## src/rtl/ramen.sv

```systemverilog
// ramen: MM:SS countdown timer with a multiplexed 4-digit seven-segment display.
//
// Ports
//   clk      rising-edge clock, the only clock
//   reset    synchronous active-high reset
//   in       [12] start/run switch, [11:6] preset minutes, [5:0] preset seconds
//   cathode  active-low segments of the digit currently enabled (bit0=a .. bit6=g)
//   AN       active-low digit enables: [3] min tens, [2] min ones, [1] sec tens, [0] sec ones
//   timeUp   high while the timer sits expired (DONE state)
//
// Parameters
//   CLK_HZ          clock cycles per one-second countdown tick
//   REFRESH_CYCLES  clock cycles each display digit stays enabled
module ramen #(
  parameter int CLK_HZ         = 100_000_000,
  parameter int REFRESH_CYCLES = 100_000
) (
  input  logic        clk,
  input  logic        reset,
  input  logic [12:0] in,
  output logic [6:0]  cathode,
  output logic [3:0]  AN,
  output logic        timeUp
);

  localparam int PW = (CLK_HZ > 1) ? $clog2(CLK_HZ) : 1;
  localparam int SW = (REFRESH_CYCLES > 1) ? $clog2(REFRESH_CYCLES) : 1;
  localparam logic [PW-1:0] PRESC_LAST = PW'(CLK_HZ - 1);
  localparam logic [SW-1:0] SCAN_LAST  = SW'(REFRESH_CYCLES - 1);

  typedef enum logic [1:0] {
    IDLE,
    RUN,
    DONE
  } state_t;

  state_t         state_q;
  logic           start_q;
  logic [5:0]     mm_q;
  logic [5:0]     ss_q;
  logic [PW-1:0]  presc_q;
  logic           time_up_q;

  logic [SW-1:0]  scan_cnt_q;
  logic [1:0]     scan_idx_q;
  logic [3:0]     an_q;
  logic [6:0]     cathode_q;

  // Preset switches, clamped to a legal 0..59 field.
  logic [5:0] preset_mm;
  logic [5:0] preset_ss;
  assign preset_mm = (in[11:6] > 6'd59) ? 6'd59 : in[11:6];
  assign preset_ss = (in[5:0]  > 6'd59) ? 6'd59 : in[5:0];

  logic start_edge;
  logic tick;
  assign start_edge = in[12] & ~start_q;
  assign tick       = (presc_q == PRESC_LAST);

  // One-second decrement with borrow from minutes.
  logic [5:0] mm_d;
  logic [5:0] ss_d;
  logic       dec_zero;
  always_comb begin
    mm_d = mm_q;
    ss_d = ss_q;
    if (ss_q != 6'd0) begin
      ss_d = ss_q - 6'd1;
    end else if (mm_q != 6'd0) begin
      ss_d = 6'd59;
      mm_d = mm_q - 6'd1;
    end
  end
  assign dec_zero = (mm_d == 6'd0) && (ss_d == 6'd0);

  // Timer state machine; timeUp is registered alongside the state so it is
  // high exactly while the state is DONE.
  always_ff @(posedge clk) begin
    if (reset) begin
      state_q   <= IDLE;
      start_q   <= 1'b1;  // a start switch held through reset is not an edge
      mm_q      <= 6'd0;
      ss_q      <= 6'd0;
      presc_q   <= '0;
      time_up_q <= 1'b0;
    end else begin
      start_q <= in[12];
      case (state_q)
        IDLE: begin
          mm_q      <= preset_mm;
          ss_q      <= preset_ss;
          time_up_q <= 1'b0;
          if (start_edge) begin
            state_q <= RUN;
            presc_q <= '0;
          end
        end
        RUN: begin
          if (!in[12]) begin
            state_q   <= IDLE;
            mm_q      <= preset_mm;
            ss_q      <= preset_ss;
            time_up_q <= 1'b0;
          end else if (mm_q == 6'd0 && ss_q == 6'd0) begin
            // started from 00:00: expire without waiting for a tick
            state_q   <= DONE;
            time_up_q <= 1'b1;
          end else if (tick) begin
            presc_q <= '0;
            mm_q    <= mm_d;
            ss_q    <= ss_d;
            if (dec_zero) begin
              state_q   <= DONE;
              time_up_q <= 1'b1;
            end
          end else begin
            presc_q <= presc_q + PW'(1);
          end
        end
        DONE: begin
          if (!in[12]) begin
            state_q   <= IDLE;
            mm_q      <= preset_mm;
            ss_q      <= preset_ss;
            time_up_q <= 1'b0;
          end else begin
            mm_q      <= 6'd0;
            ss_q      <= 6'd0;
            time_up_q <= 1'b1;
          end
        end
        default: begin
          state_q   <= IDLE;
          time_up_q <= 1'b0;
        end
      endcase
    end
  end

  // Digit value for the current scan index.
  logic [3:0] digit_val;
  always_comb begin
    digit_val = 4'd0;
    case (scan_idx_q)
      2'd0: digit_val = 4'(ss_q % 6'd10);
      2'd1: digit_val = 4'(ss_q / 6'd10);
      2'd2: digit_val = 4'(mm_q % 6'd10);
      2'd3: digit_val = 4'(mm_q / 6'd10);
      default: digit_val = 4'd0;
    endcase
  end

  function automatic logic [6:0] seg7(input logic [3:0] d);
    logic [6:0] s;
    case (d)
      4'd0: s = 7'b1000000;
      4'd1: s = 7'b1111001;
      4'd2: s = 7'b0100100;
      4'd3: s = 7'b0110000;
      4'd4: s = 7'b0011001;
      4'd5: s = 7'b0010010;
      4'd6: s = 7'b0000010;
      4'd7: s = 7'b1111000;
      4'd8: s = 7'b0000000;
      4'd9: s = 7'b0010000;
      default: s = 7'b1111111;
    endcase
    return s;
  endfunction

  logic [6:0] cathode_d;
  logic [3:0] an_d;
  assign cathode_d = seg7(digit_val);
  assign an_d      = ~(4'b0001 << scan_idx_q);

  // Display scan; outputs are registered so they trail the scan index by one cycle.
  always_ff @(posedge clk) begin
    if (reset) begin
      scan_cnt_q <= '0;
      scan_idx_q <= 2'd0;
      an_q       <= 4'b1110;
      cathode_q  <= 7'b1000000;
    end else begin
      if (scan_cnt_q == SCAN_LAST) begin
        scan_cnt_q <= '0;
        scan_idx_q <= scan_idx_q + 2'd1;
      end else begin
        scan_cnt_q <= scan_cnt_q + SW'(1);
      end
      an_q      <= an_d;
      cathode_q <= cathode_d;
    end
  end

  assign cathode = cathode_q;
  assign AN      = an_q;
  assign timeUp  = time_up_q;

endmodule

```

## config.mk

```make
export PLATFORM = sky130hd
export DESIGN_NAME = ramen
export DESIGN_NICKNAME = d
export VERILOG_FILES = /design/src/rtl/ramen.sv
export SDC_FILE = /design/constraint.sdc
export NUM_CORES = 1
export LEC_CHECK = 0
export ABC_AREA = 1
export ABC_CLOCK_PERIOD_IN_PS = 3700
export CORE_MARGIN = 3
export CORE_UTILIZATION = 60
export CTS_BUF_LIST = sky130_fd_sc_hd__clkbuf_16
export CTS_CLUSTER_DIAMETER = 150
export CTS_CLUSTER_SIZE = 8
export DETAILED_ROUTE_END_ITERATION = 12
export GPL_TIMING_DRIVEN = 0
export PLACE_DENSITY = 0.8
export SETUP_SLACK_MARGIN = 0.1
export SLEW_MARGIN = 20
export SYNTH_ARGS = -nofsm -noshare
export SYNTH_HDL_FRONTEND = slang
export SYNTH_SLANG_ARGS = --single-unit
```

## constraint.sdc

```tcl
create_clock -name clk -period 3.7 [get_ports clk]
set_input_delay 0.74 -clock clk [delete_from_list [all_inputs] [get_ports clk]]
set_output_delay 0.74 -clock clk [all_outputs]
set_load 0.03 [all_outputs]
```

# Word-level counts from Yosys, hierarchy flattened

Memory sizes are Yosys's and may differ from the RTL's. A register that Yosys moved wholly into a read port is not among the register bits.
Index checks and enable logic that the tools add are counted.

Add/subtract/negate cells: 5
Div/mod/pow operators: 4
$lt $le $gt $ge: 2
Eq/ne operators: 15
Shift operators: 1
Mux-type cells: 35
Bitwise logic cells: 3
Reductions and logical operators: 17

Operators by type and width:

| operator                                                            | count |
|---|---|
| 27-bit two-way mux                                                  | 4 |
| 6-bit two-way mux                                                   | 14 |
| 27-bit one-hot mux with 2 select lines                              | 1 |
| 6-bit one-hot mux with 3 select lines                               | 2 |
| 27-bit by 1-bit adder with 27-bit output (second input constant)    | 1 |
| 27-bit == test (second input constant)                              | 1 |
| 6-bit zero test                                                     | 4 |
| 17-bit by 1-bit adder with 17-bit output (second input constant)    | 1 |
| 17-bit == test (second input constant)                              | 1 |
| 4-bit one-hot mux with 4 select lines                               | 1 |
| 6-bit by 4-bit divider with 6-bit output (second input constant)    | 2 |
| 6-bit greater-than comparator (second input constant)               | 2 |
| 6-bit by 4-bit modulo with 6-bit output (second input constant)     | 2 |
| 2-bit two-way mux                                                   | 6 |
| 6-bit nonzero test                                                  | 2 |
| 6-bit by 1-bit subtractor with 6-bit output (second input constant) | 2 |
| 2-bit inequality test (second input constant)                       | 4 |
| 4-bit inequality test (second input constant)                       | 2 |
| 4-bit AND reduction                                                 | 2 |
| 2-bit == test (second input constant)                               | 3 |
| 3-bit inequality test (second input constant)                       | 2 |
| 2-bit one-hot mux with 3 select lines                               | 1 |
| 1-bit two-way mux                                                   | 5 |
| 2-bit by 1-bit == test with 1-bit output (second input constant)    | 2 |
| 13 further kinds                                                    | 15 |

Register bits: 66
ROM bits: 112
Input bits: 15
Output and inout bits: 12
Logic and storage cells: 92
Memories kept: 1

Memory list:

| memory           | depth | width | rd ports | clocked after memory_dff | write ports | RTL line | source |
|---|---|---|---|---|---|---|---|
| (name not given) | 16    | 7     | 1        | 1                        | 0           | 155      | `case (d)` |

# Longest topological paths before layout

Gate-level depths: netlist (run 1).

Depth after elaboration: 10
Depth in mapped cells: 26
Gate-level depth less buffers: 25

# Least setup slack after synthesis (run 1)

No wires, ideal clock.

Path kind: register to register
From: register scan_idx_q[0]
To: register cathode_q[3], in the netlist cathode[3]
Setup time: 0.134 ns
Arrival: 2.754 ns
Data required time: 3.566 ns
Setup slack: 0.812 ns
Cell stages (with the launch flop): 25
Buffers on the path: 1
Clock period less this slack: 2.888 ns
Path through: dfxtp_1 -> inv_1 -> ha_1 -> buf_6 -> inv_4 -> nand2_1 -> nand2_1 -> inv_2 -> ha_1 -> nor2_1 -> a21oi_2 -> nand2_2 -> nand2_2 -> nand2_1 -> nand3_1 -> nand2_4 -> nand2_4 -> nand2_1 -> nand2_1 -> o21ai_1 -> ha_1 -> inv_1 -> nand3_1 -> nand3_1 -> a21oi_2

RTL lines:

| item                   | RTL line | source |
|---|---|---|
| start, declared        | 45       | `logic [1:0] scan_idx_q;` |
| start signal, assigned | 186      | `scan_idx_q <= scan_idx_q + 2'd1;` |
| end, declared          | 47       | `logic [6:0] cathode_q;` |

==> flow_metrics.tcl, run 1 <==
set metrics [dict create \
    max_freq_mhz 309 \
    drt_pass1_iterations 5 \
    synth.avg_cell_area_um2 6.82 \
    vias_per_cell 5.58 \
    grt_pass1_wl_um 19400 \
    ys_ff_latch 73 \
    antenna_left 0 \
    htree_levels 3 \
    finalCritPeriodShare_pct 87.5 \
    drc_errors 0 \
    routed_wl_um 11200 \
    regArea_mm2 0.00146 \
    numClockSinks 73 \
    grt_max_degree 15 \
    seq_area_frac_synth_pct 31.8 \
    clockBufferDepth 2 \
    overflow 0 \
    p_total_w 0.00404 \
    max_cap_violations 0 \
    slew_headroom_pct 55.4 \
    cp_max_fo 10 \
    die_height_um 93.5 \
    p_leak_nw 2.21 \
    ioPinCount 27 \
    num-fill-cells 607 \
    critPathCaptureType "register" \
    setup_viol 0 \
    drv_slew 0 \
    hold_path.startpoint "scan_cnt_q[0]$_SDFF_PP0_" \
    multi_input_area_mm2 0.00269 \
    finalHoldViolCount 0 \
    finalNetCount 745 \
    reg2reg_depth 24 \
    rrSetupSlack_ns 0.46 \
    synth_nets 710 \
    critPathRequiredTime_ns 3.89 \
    finalSetupTns_ns 0 \
    async_flop_share_pct 0 \
    drt-initial-drc-count 238 \
    ys_warn_count 0 \
    cts_buffers 9 \
    netlist.area_leader.share_pct 31.8 \
    status "complete, no violations" \
    synth_edf_count 0 \
    clock_latency_ns 0.34 \
    num_rows 31 \
    clk_pin_slew_ns 0.07 \
    syn-instance-count 674 \
    routabilityCongestion 0.909 \
    crit_arrival_ns 3.43 \
    clock_skew_ns 0.0120 \
    die_x_um 93.5 \
    rr_startpoint "scan_idx_q[0]$_SDFFE_PP0P_" \
    synthTopCellsByArea "dfxtp_1 (32%), nand2_1 (12%), inv_1 (6.9%), ha_1 (5.7%), nor2_1 (5.2%)" \
    synth.distinct_cells 48 \
    routedWlPerCell_um 13.8 \
    die_area_mm2 0.00875 \
    grt_antenna_before_repair 0 \
    io_buffer_count 24 \
    hpwlAfterDp_um 8410 \
    synth_flop_cell "dfxtp_1" \
    rr_endpoint "cathode[3]$_SDFF_PP0_" \
    cts_setup_buffers 0 \
    rsz0062_at_grt "false" \
    grt_use_total_pct 27.3 \
    syn_to_final_growth_pct 15.5 \
    hold_end "scan_cnt_q[0]$_SDFF_PP0_" \
    post-route-min-period_ns 3.24 \
    tritoncts "done" \
    critical_path_class "register to register" \
    hold_depth 1 \
    ir_drop_v 0.000479 \
    dr_total_vias 4538 \
    fin_util_pct 72.4 \
    start_util_pct 62.7 \
    yosys.area.top_type "dfxtp_1" \
    hp-class "register to register" \
    worst_pin_slew_ns 0.670 \
    core_mm2 0.00733 \
    hold_buffers 0 \
    start_kind "register" \
    syn_area_mm2 0.00460 \
    clock-root-buffer "clkbuf_16" \
    placedCellCount 797 \
    grt_pass1_vias 4287 \
    num_antenna_cells 0 \
    powerDensity_mw_per_mm2 760 \
    post_cts_resized 0 \
    fin_cells 813 \
    drive_above_1_share_pct 10.5 \
]
## cell usage after synthesis, drive strengths merged (6+ instances only)
cell / n
nand2: 165
inv: 98
dfxtp: 73
nor2: 66
nand3: 52
o21ai: 43
a21oi: 42
ha: 21
a211oi: 15
nand4: 15
nor3: 15
xor2: 12
buf: 7
a31oi: 6
clkbuf: 6
nor3b: 6
nor4: 6
## worst max-delay path by stage
stage                                     startpoint                    end  cells after the start  slack [ns]
final                     scan_idx_q[0]$_SDFFE_PP0P_  cathode[3]$_SDFF_PP0_                     24        0.46
after detailed placement  scan_idx_q[0]$_SDFFE_PP0P_  cathode[3]$_SDFF_PP0_                     24        0.50
after CTS                 scan_idx_q[0]$_SDFFE_PP0P_  cathode[3]$_SDFF_PP0_                     24        0.47
after global routing      scan_idx_q[0]$_SDFFE_PP0P_  cathode[3]$_SDFF_PP0_                     24        0.13
after global placement    scan_idx_q[0]$_SDFFE_PP0P_  cathode[3]$_SDFF_PP0_                     24        0.58
after floorplan           scan_idx_q[0]$_SDFFE_PP0P_  cathode[3]$_SDFF_PP0_                     24        0.81
## metrics by stage
stage / cell area, µm² / hold slack, ns / worst slack (ns)
after floorplan: 4600 / 0.418 / 0.812
after global placement: 4960 / 0.429 / 0.582
after detailed placement: 4960 / 0.443 / 0.496
after CTS: 5310 / 0.458 / 0.466
after global routing: 5310 / 0.489 / 0.129
final: 5310 / 0.453 / 0.462
## routing by layer
| metal | vias to the layer above | routed length, µm | track usage, % |
|---|---|---|---|
| li1 | 2311 | - | - |
| met1 | 2077 | 5240 | 35.7 |
| met2 | 134 | 5260 | 46.2 |
| met3 | 16 | 577 | 3.78 |
| met4 | 0 | 144 | 8.91 |
| met5 | - | 0 | 0 |
## registers in the layout (all words and copies together), names as in the netlist
name,cells
scan_cnt_q,17
start_q,1
mm_q,6
ss_q,6
timeUp,1
state_q,2
AN,4
scan_idx_q,2
presc_q,27
cathode,7
## worst max-delay path, stage by stage (launching register included)
cell	delay [ns]
dfxtp_1	0.36
inv_1	0.11
ha_1	0.22
buf_6	0.14
inv_4	0.05
nand2_1	0.04
nand2_1	0.13
inv_2	0.06
ha_1	0.29
nor2_1	0.14
a21oi_2	0.06
nand2_2	0.09
nand2_2	0.06
nand2_1	0.07
nand3_1	0.12
nand2_4	0.10
nand2_4	0.06
nand2_1	0.07
nand2_1	0.07
o21ai_1	0.23
ha_1	0.28
inv_1	0.06
nand3_1	0.10
nand3_1	0.12
a21oi_2	0.06
## kinds of logic after synthesis
logic type	Yosys count	share of synthesized area, %
AND/OR/NAND/NOR	330	33.1
AO/OA/AOI/OAI	125	17.1
buffers and inverters	111	9.64
flip-flops	73	31.8
adder cells (fa/ha/maj)	21	5.72
XOR/XNOR	13	2.48
multiplexers	1	0.218
## layout make-up
type,instances,share of cell area (%)
Buffer,13,1.32
Clock buffer,9,4.24
Clock inverter,7,2.36
Inverter,98,7.02
Multi-Input combinational cell,490,50.7
Sequential cell,73,27.5
Tap cell,99,2.33
Timing Repair Buffer,24,4.52
## power by group
| part | internal, W | total [W] | switching (W) |
|---|---|---|---|
| registers | 0.000892 | 0.000978 | 0.0000861 |
| clock network | 0.000666 | 0.00103 | 0.000363 |
| logic | 0.000697 | 0.00203 | 0.00133 |
| total | 0.00226 | 0.00404 | 0.00178 |
## placed cells by master, fill, tap and decap left out, drive strengths merged, types with 21 or more instances in the layout
| master | n |
|---|---|
| dfxtp | 73 |
| a21oi | 42 |
| clkdlybuf4s50 | 24 |
| nor2 | 66 |
| o21ai | 43 |
| ha | 21 |
| nand3 | 52 |
| inv | 100 |
| nand2 | 165 |
No activity file was read; power rests on OpenSTA's default activity.
==> run 2, diff against run 1 <==
- TNS_END_PERCENT: not set -> 30
==> results of run 2 <==
Final layout, timing and power as in run 1 (identical DEF).
